--- config.mk ---
export PLATFORM = sky130hd
export DESIGN_NAME = lsu_ctrl
export DESIGN_NICKNAME = d
export VERILOG_FILES = /design/src/rtl/lsu_ctrl_pkg.sv /design/src/rtl/lsu_ctrl_lane_ext.sv /design/src/rtl/lsu_ctrl.sv
export SDC_FILE = /design/constraint.sdc
export NUM_CORES = 1
export LEC_CHECK = 0
export CORE_ASPECT_RATIO = 1.25
export CORE_MARGIN = 10
export CORE_UTILIZATION = 49
export DETAILED_ROUTE_END_ITERATION = 10
export PLACE_DENSITY_LB_ADDON = 0.15
export SLEW_MARGIN = 20
export SYNTH_ARGS = -nofsm -noshare
export SYNTH_HDL_FRONTEND = slang
export SYNTH_SLANG_ARGS = --single-unit
export TNS_END_PERCENT = 100
--- constraint.sdc ---
create_clock -name clk -period 16.7 [get_ports clk]
set_input_delay 1.67 -clock clk [delete_from_list [all_inputs] [get_ports clk]]
set_output_delay 1.67 -clock clk [all_outputs]
set_load 0.1 [all_outputs]
--- src/rtl/lsu_ctrl_pkg.sv ---
// Shared constants for the load/store controller: access-width codes, FSM states
// and the size-to-base-mask helpers.
package lsu_ctrl_pkg;

    localparam int XLEN       = 64;
    localparam int ImmWidth   = XLEN;
    localparam int WdtTypeCnt = 4;

    localparam logic [WdtTypeCnt-1:0] Wdt8  = 4'b0001;
    localparam logic [WdtTypeCnt-1:0] Wdt16 = 4'b0010;
    localparam logic [WdtTypeCnt-1:0] Wdt32 = 4'b0100;
    localparam logic [WdtTypeCnt-1:0] Wdt64 = 4'b1000;

    localparam logic [7:0] MaskB = 8'h01;
    localparam logic [7:0] MaskH = 8'h03;
    localparam logic [7:0] MaskW = 8'h0F;
    localparam logic [7:0] MaskD = 8'hFF;

    typedef enum logic [1:0] {
        IDLE = 2'd0,
        REQ  = 2'd1,
        WAIT = 2'd2,
        DONE = 2'd3
    } lsu_state_e;

    function automatic logic [7:0] wdt_base_mask(input logic [WdtTypeCnt-1:0] wdt);
        logic [7:0] m;
        case (wdt)
            Wdt8:    m = MaskB;
            Wdt16:   m = MaskH;
            Wdt32:   m = MaskW;
            Wdt64:   m = MaskD;
            default: m = 8'h00;
        endcase
        return m;
    endfunction

    // Non-one-hot codes are never flagged; they still run a transaction.
    function automatic logic wdt_misaligned(input logic [WdtTypeCnt-1:0] wdt,
                                            input logic [2:0] off);
        logic mis;
        case (wdt)
            Wdt16:   mis = off[0];
            Wdt32:   mis = |off[1:0];
            Wdt64:   mis = |off;
            default: mis = 1'b0;
        endcase
        return mis;
    endfunction

endpackage

--- src/rtl/lsu_ctrl_lane_ext.sv ---
// lsu_lane_ext: right-aligns 8-byte read data by the byte lane offset and
// sign/zero-extends it to the requested access width.
module lsu_lane_ext
    import lsu_ctrl_pkg::*;
#(
    parameter int XLEN  = lsu_ctrl_pkg::XLEN,
    parameter int WDT_W = lsu_ctrl_pkg::WdtTypeCnt
) (
    input  logic [XLEN-1:0]  rdata,
    input  logic [2:0]       off,
    input  logic [WDT_W-1:0] wdt,
    input  logic             is_unsigned,
    output logic [XLEN-1:0]  data
);

    logic [XLEN-1:0] shifted;

    assign shifted = rdata >> {off, 3'b000};

    always_comb begin
        data = '0;
        case (wdt)
            Wdt8:    data = {{(XLEN-8){~is_unsigned & shifted[7]}},   shifted[7:0]};
            Wdt16:   data = {{(XLEN-16){~is_unsigned & shifted[15]}}, shifted[15:0]};
            Wdt32:   data = {{(XLEN-32){~is_unsigned & shifted[31]}}, shifted[31:0]};
            Wdt64:   data = shifted;
            default: data = '0;
        endcase
    end

endmodule

--- src/rtl/lsu_ctrl.sv ---
// Load/store sequencer between EXU and the data-memory port: one operation at a time.
// Optional misaligned-access trap enabled by defining LSU_MISALIGN_CHK_EN.
module lsu_ctrl
#(
    parameter int XLEN  = lsu_ctrl_pkg::XLEN,
    parameter int WDT_W = lsu_ctrl_pkg::WdtTypeCnt
) (
    input  logic             clk,
    input  logic             rst,
    input  logic             in_valid,
    output logic             in_ready,
    input  logic             in_wen,
    input  logic [XLEN-1:0]  in_addr,
    input  logic [XLEN-1:0]  in_wdata,
    input  logic [WDT_W-1:0] in_wdt_op,
    input  logic             in_unsigned,
    output logic             mem_req_valid,
    input  logic             mem_req_ready,
    output logic [XLEN-1:0]  mem_req_addr,
    output logic             mem_req_wen,
    output logic [XLEN-1:0]  mem_req_wdata,
    output logic [7:0]       mem_req_wmask,
    input  logic             mem_resp_valid,
    input  logic [XLEN-1:0]  mem_resp_rdata,
    output logic             mem_resp_ready,
    output logic             out_valid,
    input  logic             out_ready,
    output logic [XLEN-1:0]  out_rdata
`ifdef LSU_MISALIGN_CHK_EN
    ,
    output logic             out_misalign
`endif
);

    import lsu_ctrl_pkg::*;

    lsu_state_e       state_q, state_d;
    logic             wen_q, wen_d;
    logic             uns_q, uns_d;
    logic [2:0]       off_q, off_d;
    logic [WDT_W-1:0] wdt_q, wdt_d;
    logic [XLEN-1:0]  addr_q, addr_d;
    logic [XLEN-1:0]  wdata_q, wdata_d;
    logic [7:0]       wmask_q, wmask_d;
    logic [XLEN-1:0]  result_q, result_d;
    logic [XLEN-1:0]  ext_data;
    logic [2:0]       in_off;
    logic             in_mis;

    assign in_off = in_addr[2:0];

`ifdef LSU_MISALIGN_CHK_EN
    logic misalign_q, misalign_d;
    assign in_mis       = wdt_misaligned(in_wdt_op, in_off);
    assign out_misalign = misalign_q;
`else
    assign in_mis = 1'b0;
`endif

    lsu_lane_ext #(
        .XLEN (XLEN),
        .WDT_W(WDT_W)
    ) u_lane_ext (
        .rdata      (mem_resp_rdata),
        .off        (off_q),
        .wdt        (wdt_q),
        .is_unsigned(uns_q),
        .data       (ext_data)
    );

    always_comb begin
        state_d  = state_q;
        wen_d    = wen_q;
        uns_d    = uns_q;
        off_d    = off_q;
        wdt_d    = wdt_q;
        addr_d   = addr_q;
        wdata_d  = wdata_q;
        wmask_d  = wmask_q;
        result_d = result_q;
`ifdef LSU_MISALIGN_CHK_EN
        misalign_d = misalign_q;
`endif
        case (state_q)
            IDLE: begin
                if (in_valid) begin
                    wen_d    = in_wen;
                    uns_d    = in_unsigned;
                    off_d    = in_off;
                    wdt_d    = in_wdt_op;
                    addr_d   = {in_addr[XLEN-1:3], 3'b000};
                    // Lane shift and mask are precomputed so the request is a pure register.
                    wdata_d  = in_wdata << {in_off, 3'b000};
                    wmask_d  = wdt_base_mask(in_wdt_op) << in_off;
                    result_d = '0;
`ifdef LSU_MISALIGN_CHK_EN
                    misalign_d = in_mis;
`endif
                    state_d  = in_mis ? DONE : REQ;
                end
            end
            REQ: begin
                if (mem_req_ready) state_d = WAIT;
            end
            WAIT: begin
                if (mem_resp_valid) begin
                    result_d = wen_q ? '0 : ext_data;
                    state_d  = DONE;
                end
            end
            DONE: begin
                if (out_ready) state_d = IDLE;
            end
            default: state_d = IDLE;
        endcase
    end

    always_ff @(posedge clk or posedge rst) begin
        if (rst) begin
            state_q  <= IDLE;
            wen_q    <= 1'b0;
            uns_q    <= 1'b0;
            off_q    <= '0;
            wdt_q    <= '0;
            addr_q   <= '0;
            wdata_q  <= '0;
            wmask_q  <= '0;
            result_q <= '0;
`ifdef LSU_MISALIGN_CHK_EN
            misalign_q <= 1'b0;
`endif
        end else begin
            state_q  <= state_d;
            wen_q    <= wen_d;
            uns_q    <= uns_d;
            off_q    <= off_d;
            wdt_q    <= wdt_d;
            addr_q   <= addr_d;
            wdata_q  <= wdata_d;
            wmask_q  <= wmask_d;
            result_q <= result_d;
`ifdef LSU_MISALIGN_CHK_EN
            misalign_q <= misalign_d;
`endif
        end
    end

    assign in_ready       = (state_q == IDLE);
    assign mem_req_valid  = (state_q == REQ);
    assign mem_resp_ready = (state_q == WAIT);
    assign out_valid      = (state_q == DONE);
    assign mem_req_addr   = addr_q;
    assign mem_req_wen    = wen_q;
    assign mem_req_wdata  = wdata_q;
    assign mem_req_wmask  = wmask_q;
    assign out_rdata      = result_q;

endmodule

==> results.json, run 1 <==
{
  "drive_above_1_share_pct": 6.04,
  "drc_errors": 0,
  "cts_hold_buf": 0,
  "period_needed_ps": 4140,
  "vias": 11100,
  "grt_pass1_vias": 11200,
  "end_kind": "primary output",
  "async_flop_share_pct": 100,
  "stdcell_count": 1928,
  "worstHoldPathType": "reg -> reg",
  "worst_pin_slew_ps": 1120,
  "ant_nets": 0,
  "clock_path_buffers": 3,
  "pin_count": 409,
  "dp_hpwl_mm": 31.8,
  "gp_congestion": 0.973,
  "synth.yosys.warnings": 0,
  "r2r-start": "off_q[0]$_DFFE_PP0P_",
  "io_buffer_count": 405,
  "wl_mm": 43.3,
  "grt_pass1_wl_mm": 64.7,
  "clkTransAtPathRegs_ps": 60,
  "hold_viol": 0,
  "synth_edf_count": 0,
  "drv_slew": 0,
  "root_buffer": "clkbuf_16",
  "skew_ps": 16.6,
  "setup_viol": 0,
  "synth_cell_types": 62,
  "die_area_um2": 30000,
  "initial_core_util_pct": 49.9,
  "period_share_pct": 24.8,
  "htreeDepth": 1,
  "final_nets": 1832,
  "cp.arrival_ps": 2470,
  "yosysSeqAreaShare_pct": 45.2,
  "peakVddDrop_uv": 190,
  "wl_per_cell_um": 22.5,
  "worstSetupStartpoint": "state_q[1]$_DFFE_PP0P_",
  "die_h_um": 191,
  "gr-usage-all-layers_pct": 27.5,
  "avgViaCountPerCell": 5.78,
  "leakage_nw": 7.08,
  "clk_latency_ps": 520,
  "ctsResizeCount": 0,
  "drv_cap": 0,
  "relSlewSlack_pct": 24.9,
  "coreArea_um2": 23000,
  "yosys_register_bits": 208,
  "netlist_instances": 1293,
  "avgSynthCellArea_um2": 8.90,
  "grt_max_degree": 128,
  "synthFlopType": "dfrtp_1",
  "dpl.cell_count": 1888,
  "max_clock_freq_ghz": 0.241,
  "drt_iter0_drc": 779,
  "first_pass_iters": 5,
  "cts_tree": "yes",
  "syn2layout_area_growth_pct": 41.5,
  "rsz0062_at_grt": "false",
  "worstHoldStart": "mem_req_addr[9]$_DFFE_PP0P_",
  "cts_buffers": 22,
  "worstSetupPathType": "reg -> out",
  "setup_tns_ps": 0,
  "antenna_found_initial": 4,
  "crit_required_ps": 15030,
  "globalRouteOverflowTotal": 0,
  "p_per_area_nw_per_um2": 227,
  "holdWs_ps": 470,
  "rows": 62,
  "fill_cells": 1838,
  "synth_area_um2": 11500,
  "status": "completed",
  "worstPathMaxFanout": 5,
  "start_kind": "flip-flop",
  "cts_setup_buffers": 0,
  "cts_num_sinks": 208,
  "dieWidth_um": 157
}
==> logic make-up (layout without fill, tap and decap cells) <==
logic type	count (synthesis)	in the layout	share of synthesized area (%)
AND/OR/NAND/NOR	445	445	16.5
other	1	4	0.0326
buffers and inverters	118	462	4.39
AO/OA/AOI/OAI	362	362	19.4
adder cells (fa/ha/maj)	4	4	0.435
XOR/XNOR	1	1	0.0762
multiplexers	154	154	13.9
flip-flops	208	208	45.2
==> layout make-up <==
class	count	area [um2]	area share [%]
antenna	1	2.50	0.0154
clock buffer	26	596	3.66
clock inverter	13	133	0.815
inverter	8	37.5	0.231
multi-input combinational	969	5820	35.8
sequential	208	5210	32.0
tap	288	360	2.21
timing repair buffer	415	4120	25.3
==> cells in the mapped netlist (all sizes together) (2+ instances only) <==
master	n	area share, %
nor2b	18	1.0
clkbuf	67	2.2
nand3b	3	0.20
o31ai	2	0.13
nor2	51	1.8
nand2	323	11
nor3	4	0.22
mux2i	127	11
o221ai	8	0.61
o21ai	102	4.5
mux2	25	2.5
or2	5	0.27
a22oi	28	1.8
ha	4	0.44
dfrtp	208	45
or4	2	0.13
nand2b	17	0.92
o22ai	19	1.1
buf	43	1.9
nand3	11	0.48
inv	8	0.26
a22o	18	1.4
nor4	4	0.35
a21oi	114	5.0
a21o	2	0.13
a2bb2oi	9	0.69
a211oi	21	1.5
o311ai	2	0.15
o211ai	16	1.0
a31oi	7	0.38
o21a	9	0.59
mux4	2	0.39
==> critical path, stage by stage (launching register included) <==
cell and delay (ps):
dfrtp_1 400, inv_1 110, ha_1 280, clkdlybuf4s50_1 1180
==> routing by layer <==
layer | GRT usage [%] | part of all wire [%]
met1 | 29.7 | 35
met2 | 47.0 | 50
met3 | 8.61 | 9.4
met4 | 15.1 | 6.1
met5 | 0 | 0.039
==> placed cells by master, fill, tap and decap left out, types with 4 or more instances in the layout <==
master,count
a211oi_1,19
a21oi_1,113
a22o_1,18
a22oi_1,28
a2bb2oi_1,9
a31oi_1,7
buf_4,10
clkbuf_16,22
clkdlybuf4s50_1,402
clkinv_2,8
dfrtp_1,206
ha_1,4
inv_1,6
mux2_2,24
mux2i_1,127
nand2_1,322
nand2b_1,17
nand3_1,11
nor2_1,50
nor2b_1,17
o211ai_1,16
o21a_1,9
o21ai_0,76
o21ai_1,25
o221ai_1,8
o22ai_1,18
or2_2,4
==> through the flow <==
step | util, % | area [um2] | power, mW | worst slack [ps]
after floorplan | - | 11500 | 2.58 | 9350
after global placement | 67.5 | 15500 | 3.18 | 12330
after detailed placement | 67.5 | 15500 | 3.20 | 12300
after CTS | 70.6 | 16300 | 3.71 | 12540
after global routing | 70.7 | 16300 | 3.85 | 12480
final | 70.7 | 16300 | 3.70 | 12560
==> path summary, 6_finish.rpt <==
| kind | slack, ps | depth (start not counted) | to |
|---|---|---|---|
| min | 470 | 2 | mem_req_addr[9]$_DFFE_PP0P_ |
| min in group asynchronous | 1700 | 2 | out_rdata[44]$_DFFE_PP0P_ |
| min reg2reg | 470 | 2 | mem_req_addr[9]$_DFFE_PP0P_ |
| max in group asynchronous | 13640 | 3 | mem_req_addr[15]$_DFFE_PP0P_ |
| max reg2reg | 13280 | 5 | out_rdata[30]$_DFFE_PP0P_ |
| max | 12560 | 3 | in_ready |
==> power by group <==
group	switching [mW]	total, mW	internal (mW)
Sequential	0.143	0.818	0.675
Combinational	1.82	2.39	0.564
Clock	0.208	0.495	0.287
==> flip-flops by register name (all words and copies together), names as in the netlist <==
name,cells
state_q,2
off_q,3
mem_req_addr,61
wdt_q,4
uns_q,1
mem_req_wmask,8
mem_req_wdata,64
out_rdata,64
mem_req_wen,1
No activity file was read; power rests on OpenSTA's default activity.
==> inputs of run 2 (changes only) <==
--- a/config.mk
+++ b/config.mk
@@ -7,7 +7,7 @@
 export LEC_CHECK = 0
 export CORE_ASPECT_RATIO = 1.25
 export CORE_MARGIN = 10
-export CORE_UTILIZATION = 49
+export CORE_UTILIZATION = 41
 export DETAILED_ROUTE_END_ITERATION = 10
 export PLACE_DENSITY_LB_ADDON = 0.15
 export SLEW_MARGIN = 20
==> constraint.sdc (replaced) <==
create_clock -name clk -period 3.4 [get_ports clk]
set_input_delay 0.34 -clock clk [delete_from_list [all_inputs] [get_ports clk]]
set_output_delay 0.34 -clock clk [all_outputs]
set_load 0.1 [all_outputs]
==> run 2 against run 1 <==
  * Largest power group unchanged
  * Routed wire length increased by 3.1%
  * Clock skew increased by 5.9 ps
  * Count of clock-buffer cells in the layout increased by 3
  * Largest cell class unchanged
  * Flip-flop and latch count is the same
  * Critical endpoint is now out_rdata[46]$_DFFE_PP0P_
  * Die area rose by 17%
  * Worst hold slack worse by 190 ps
  * Non-clock buffer count is 19 higher
==> results.json, run 2 (synthesis gave the netlist of run 1 again) <==
{
  "status": "completed",
  "worst_pin_slew_ps": 1100,
  "worstHoldPathType": "in -> reg",
  "wl_per_cell_um": 22.2,
  "final_nets": 1853,
  "grt_pass1_wl_mm": 67.4,
  "first_pass_iters": 5,
  "place_area_um2": 15900,
  "cp.arrival_ps": 3090,
  "cts_num_sinks": 208,
  "period_needed_ps": 2700,
  "multi_input_area_um2": 5820,
  "initial_core_util_pct": 41.6,
  "ant_nets": 0,
  "setup_tns_ps": 0,
  "r2r-start": "off_q[1]$_DFFE_PP0P_",
  "cts_hold_buf": 0,
  "grt_pass1_vias": 11200,
  "worstPathMaxFanout": 45,
  "drive_above_1_share_pct": 7.53,
  "worstHoldStart": "in_addr[1]",
  "skew_ps": 22.5,
  "relSlewSlack_pct": 26.6,
  "start_kind": "flip-flop",
  "period_share_pct": 79.3,
  "cts_setup_buffers": 0,
  "cts_buffers": 24,
  "worstSetupPathType": "reg -> reg",
  "root_buffer": "clkbuf_16",
  "leakage_nw": 7.27,
  "globalRouteOverflowTotal": 0,
  "clock_path_buffers": 3,
  "rsz0062_at_grt": "false",
  "pin_count": 409,
  "antenna_found_initial": 1,
  "regToRegSetupSlack_ps": 700,
  "final_area_um2": 16700,
  "gp_congestion": 0.914,
  "max_clock_freq_ghz": 0.371,
  "drv_slew": 0,
  "die_area_um2": 35200,
  "drt_iter0_drc": 953,
  "crit_required_ps": 3800,
  "r2r_cells": 7,
  "avgViaCountPerCell": 5.47,
  "worstHoldPathCells": 3,
  "fill_cells": 2427,
  "rows": 68,
  "final_cell_mix": "clkdlybuf4s50_1, nand2_1, dfrtp_1",
  "dp_hpwl_mm": 33.9,
  "coreArea_um2": 27700,
  "wl_mm": 44.6,
  "clkTransAtPathRegs_ps": 60,
  "hold_viol": 0,
  "vias": 11000,
  "min_to": "off_q[1]$_DFFE_PP0P_",
  "peakVddDrop_uv": 979,
  "p_per_area_nw_per_um2": 1120,
  "end_kind": "flip-flop",
  "die_h_um": 207,
  "grt_max_degree": 108,
  "setup_viol": 0,
  "io_buffer_count": 405,
  "htreeDepth": 1,
  "drc_errors": 0,
  "ctsResizeCount": 0,
  "diodes": 0,
  "holdWs_ps": 280,
  "syn2layout_area_growth_pct": 45.4,
  "clk_latency_ps": 530,
  "r2r_end": "out_rdata[46]$_DFFE_PP0P_",
  "final_common_cell": "clkdlybuf4s50_1",
  "seqCellArea_um2": 5210,
  "dieWidth_um": 170,
  "cts_tree": "yes",
  "gr-usage-all-layers_pct": 24.4,
  "drv_cap": 0
}
-- run 2: where the power goes --
group | switching [mW] | internal, mW
clock | 1.09 | 1.76
sequential | 0.635 | 3.32
combinational | 9.06 | 2.85
total | 10.8 | 7.93
-- run 2: per-layer routing --
metal | track usage (%) | part of all wire, % | wire (um)
met2 | 42.5 | 50 | 22400
met1 | 26.9 | 37 | 16600
met3 | 6.98 | 8.0 | 3590
met4 | 10.7 | 4.6 | 2050
met5 | 0 | 0.027 | 12
-- run 2: area by class of cell --
type | count | share of cell area, %
inverter | 8 | 0.202
clock buffer | 29 | 3.94
clock inverter | 13 | 1.25
multi-input combinational | 969 | 34.8
sequential | 208 | 31.1
tap | 350 | 2.62
timing repair buffer | 434 | 26.1
-- run 2: worst max-delay path, cell delays in order (launching register included) --
cell      delay [ps]
dfrtp_2          680
buf_4            610
nand2b_1         180
a21oi_1           80
o22a_1           240
a211oi_4         240
buf_4            370
a21oi_1          130
-- run 2: worst max-delay path by stage --
| stage | start | end | slack, ps | depth (start not counted) |
|---|---|---|---|---|
| final | off_q[1]$_DFFE_PP0P_ | out_rdata[46]$_DFFE_PP0P_ | 700 | 7 |
| after global routing | off_q[2]$_DFFE_PP0P_ | out_rdata[25]$_DFFE_PP0P_ | 570 | 7 |
| after CTS | state_q[1]$_DFFE_PP0P_ | mem_req_valid | 700 | 3 |
| after detailed placement | mem_resp_rdata[63] | out_rdata[25]$_DFFE_PP0P_ | 720 | 7 |
| after global placement | off_q[1]$_DFFE_PP0P_ | out_rdata[43]$_DFFE_PP0P_ | 770 | 7 |
| after floorplan | rst | mem_req_addr[10]$_DFFE_PP0P_ | 360 | 1 |
-- run 2: per-stage QoR --
| step | utilization [%] | setup slack (ps) | total power, mW | instances |
|---|---|---|---|---|
| 2_1_floorplan | - | 360 | 12.7 | 1295 |
| 3_3_place_gp | 57.4 | 772 | 15.8 | 1969 |
| 3_5_place_dp | 57.4 | 719 | 15.9 | 1969 |
| 4_1_cts | 60.5 | 701 | 18.8 | 2011 |
| 5_1_grt | 60.5 | 575 | 19.5 | 2011 |
| 6_report | 60.5 | 705 | 18.7 | 2011 |
==> inputs of run 3 (changes only) <==
--- a/config.mk
+++ b/config.mk
@@ -7,7 +7,7 @@
 export LEC_CHECK = 0
 export CORE_ASPECT_RATIO = 1.25
 export CORE_MARGIN = 10
-export CORE_UTILIZATION = 41
+export CORE_UTILIZATION = 46
 export DETAILED_ROUTE_END_ITERATION = 10
 export PLACE_DENSITY_LB_ADDON = 0.15
 export SLEW_MARGIN = 20
==> constraint.sdc (replaced) <==
create_clock -name clk -period 2.5 [get_ports clk]
set_input_delay 0.25 -clock clk [delete_from_list [all_inputs] [get_ports clk]]
set_output_delay 0.25 -clock clk [all_outputs]
set_load 0.1 [all_outputs]
==> run 3 against run 2 <==
  * Non-clock buffer count up 10
  * Final area down 3.1%
  * Die area down 9.7%
  * Global-route usage up 1.8 points
  * Sequential power up 35%
  * Sequential share of layout area up 1.0 points
  * Setup slack worse by 510 ps
  * Routed wire length down 1.7%
  * Critical endpoint is now out_rdata[24]$_DFFE_PP0P_
  * Critical path type unchanged
  * Largest cell class unchanged
  * Via count up 0.65%
  * Highest routed layer is now met4
  * Count of clock-buffer cells in the layout up 3
==> results.json, run 3 (synthesis gave the netlist of run 1 again) <==
{
  "cts_tree": "yes",
  "grt_pass1_wl_mm": 66.0,
  "holdWs_ps": 21.1,
  "worst_pin_slew_ps": 975,
  "rsz0062_at_grt": "false",
  "ant_nets": 0,
  "avgViaCountPerCell": 5.53,
  "drt_iter0_drc": 729,
  "wl_per_cell_um": 22.0,
  "final_core_utilization_pct": 65.9,
  "gp_congestion": 0.992,
  "syn2layout_area_growth_pct": 40.9,
  "dpl.cell_count": 1959,
  "clock_path_buffers": 3,
  "status": "completed",
  "clk_latency_ps": 510,
  "max_clock_freq_ghz": 0.434,
  "clkTransAtPathRegs_ps": 60,
  "peakVddDrop_uv": 1410,
  "dieWidth_um": 161,
  "drv_cap": 0,
  "cts_hold_buf": 0,
  "setup_viol": 0,
  "final_area_um2": 16200,
  "end_kind": "flip-flop",
  "drc_errors": 0,
  "regToRegSetupSlack_ps": 200,
  "cts_num_sinks": 208,
  "crit_required_ps": 2850,
  "antenna_found_initial": 1,
  "vias": 11100,
  "grt_pass1_vias": 11300,
  "htreeDepth": 1,
  "globalRouteOverflowTotal": 0,
  "leakage_nw": 7.60,
  "die_h_um": 197,
  "period_needed_ps": 2300,
  "period_share_pct": 92.2,
  "cts_buffers": 22,
  "gr-usage-all-layers_pct": 26.2,
  "hold_viol": 0,
  "ctsResizeCount": 0,
  "wl_mm": 43.9,
  "power_mw": 24.9,
  "cts_setup_buffers": 0,
  "worstPathMaxFanout": 23,
  "root_buffer": "clkbuf_16",
  "worstHoldPathType": "in -> async",
  "final_common_cell": "nand2_1",
  "first_pass_iters": 5,
  "die_area_um2": 31800,
  "fill_cells": 2114,
  "drv_slew": 0,
  "place_area_um2": 15400,
  "initial_core_util_pct": 46.8,
  "rows": 64,
  "pin_count": 409,
  "coreArea_um2": 24600,
  "final_nets": 1861,
  "skew_ps": 10.1,
  "p_per_area_nw_per_um2": 1540,
  "relSlewSlack_pct": 34.7,
  "start_kind": "flip-flop",
  "stdcell_count": 1999,
  "io_buffer_count": 405,
  "worstSetupPathType": "reg -> reg",
  "cp.arrival_ps": 2650,
  "drive_above_1_share_pct": 19.7,
  "dp_hpwl_mm": 33.4,
  "final_cell_mix": "nand2_1, buf_4, dfrtp_1",
  "grt_max_degree": 116
}
run 3: where the power goes:
part           internal (mW)  leakage [nW]  switching [mW]
combinational           3.71          4.50            12.4
sequential              4.51          2.72           0.804
clock                   2.09         0.374            1.37
run 3: layout make-up:
| cell class | count | area, um2 | area share, % |
|---|---|---|---|
| Clock inverter | 7 | 125 | 0.772 |
| Clock buffer | 32 | 638 | 3.94 |
| Timing Repair Buffer | 444 | 3970 | 24.5 |
| Inverter | 8 | 33.8 | 0.208 |
| Sequential cell | 208 | 5210 | 32.1 |
| Multi-Input combinational cell | 969 | 5820 | 35.9 |
| Antenna cell | 1 | 2.50 | 0.0154 |
| Tap cell | 330 | 413 | 2.55 |
run 3: routing by layer:
layer / GRT usage (%) / share of wire [%] / vias up
li1: - / - / 5257
met5: 0 / 0 / -
met3: 7.55 / 8.6 / 88
met1: 29.0 / 37 / 5262
met2: 45.9 / 50 / 455
met4: 11.4 / 4.5 / 0
run 3: path summary, 6_finish.rpt:
path / start / to / cells after the start
max: off_q[1]$_DFFE_PP0P_ / out_rdata[24]$_DFFE_PP0P_ / 5
min: rst / out_rdata[13]$_DFFE_PP0P_ / 2
max reg2reg: off_q[1]$_DFFE_PP0P_ / out_rdata[24]$_DFFE_PP0P_ / 5
min reg2reg: mem_req_addr[39]$_DFFE_PP0P_ / mem_req_addr[39]$_DFFE_PP0P_ / 2
max in group asynchronous: rst / mem_req_wdata[46]$_DFFE_PP0P_ / 3
min in group clk: in_addr[2] / off_q[2]$_DFFE_PP0P_ / 3
run 3: stage by stage:
step | worst slack, ps | setup TNS (ps)
2_1_floorplan | -450 | -93650
3_3_place_gp | 213 | 0
3_5_place_dp | 168 | 0
4_1_cts | 207 | 0
5_1_grt | 61.5 | 0
6_report | 195 | 0
run 3: worst max-delay path, cell delays in order, from the launching register on:
cell and delay, ps:
dfrtp_2 530, buf_4 380, mux2i_1 320, a2111oi_2 150
o21ai_2 570, o211ai_1 180
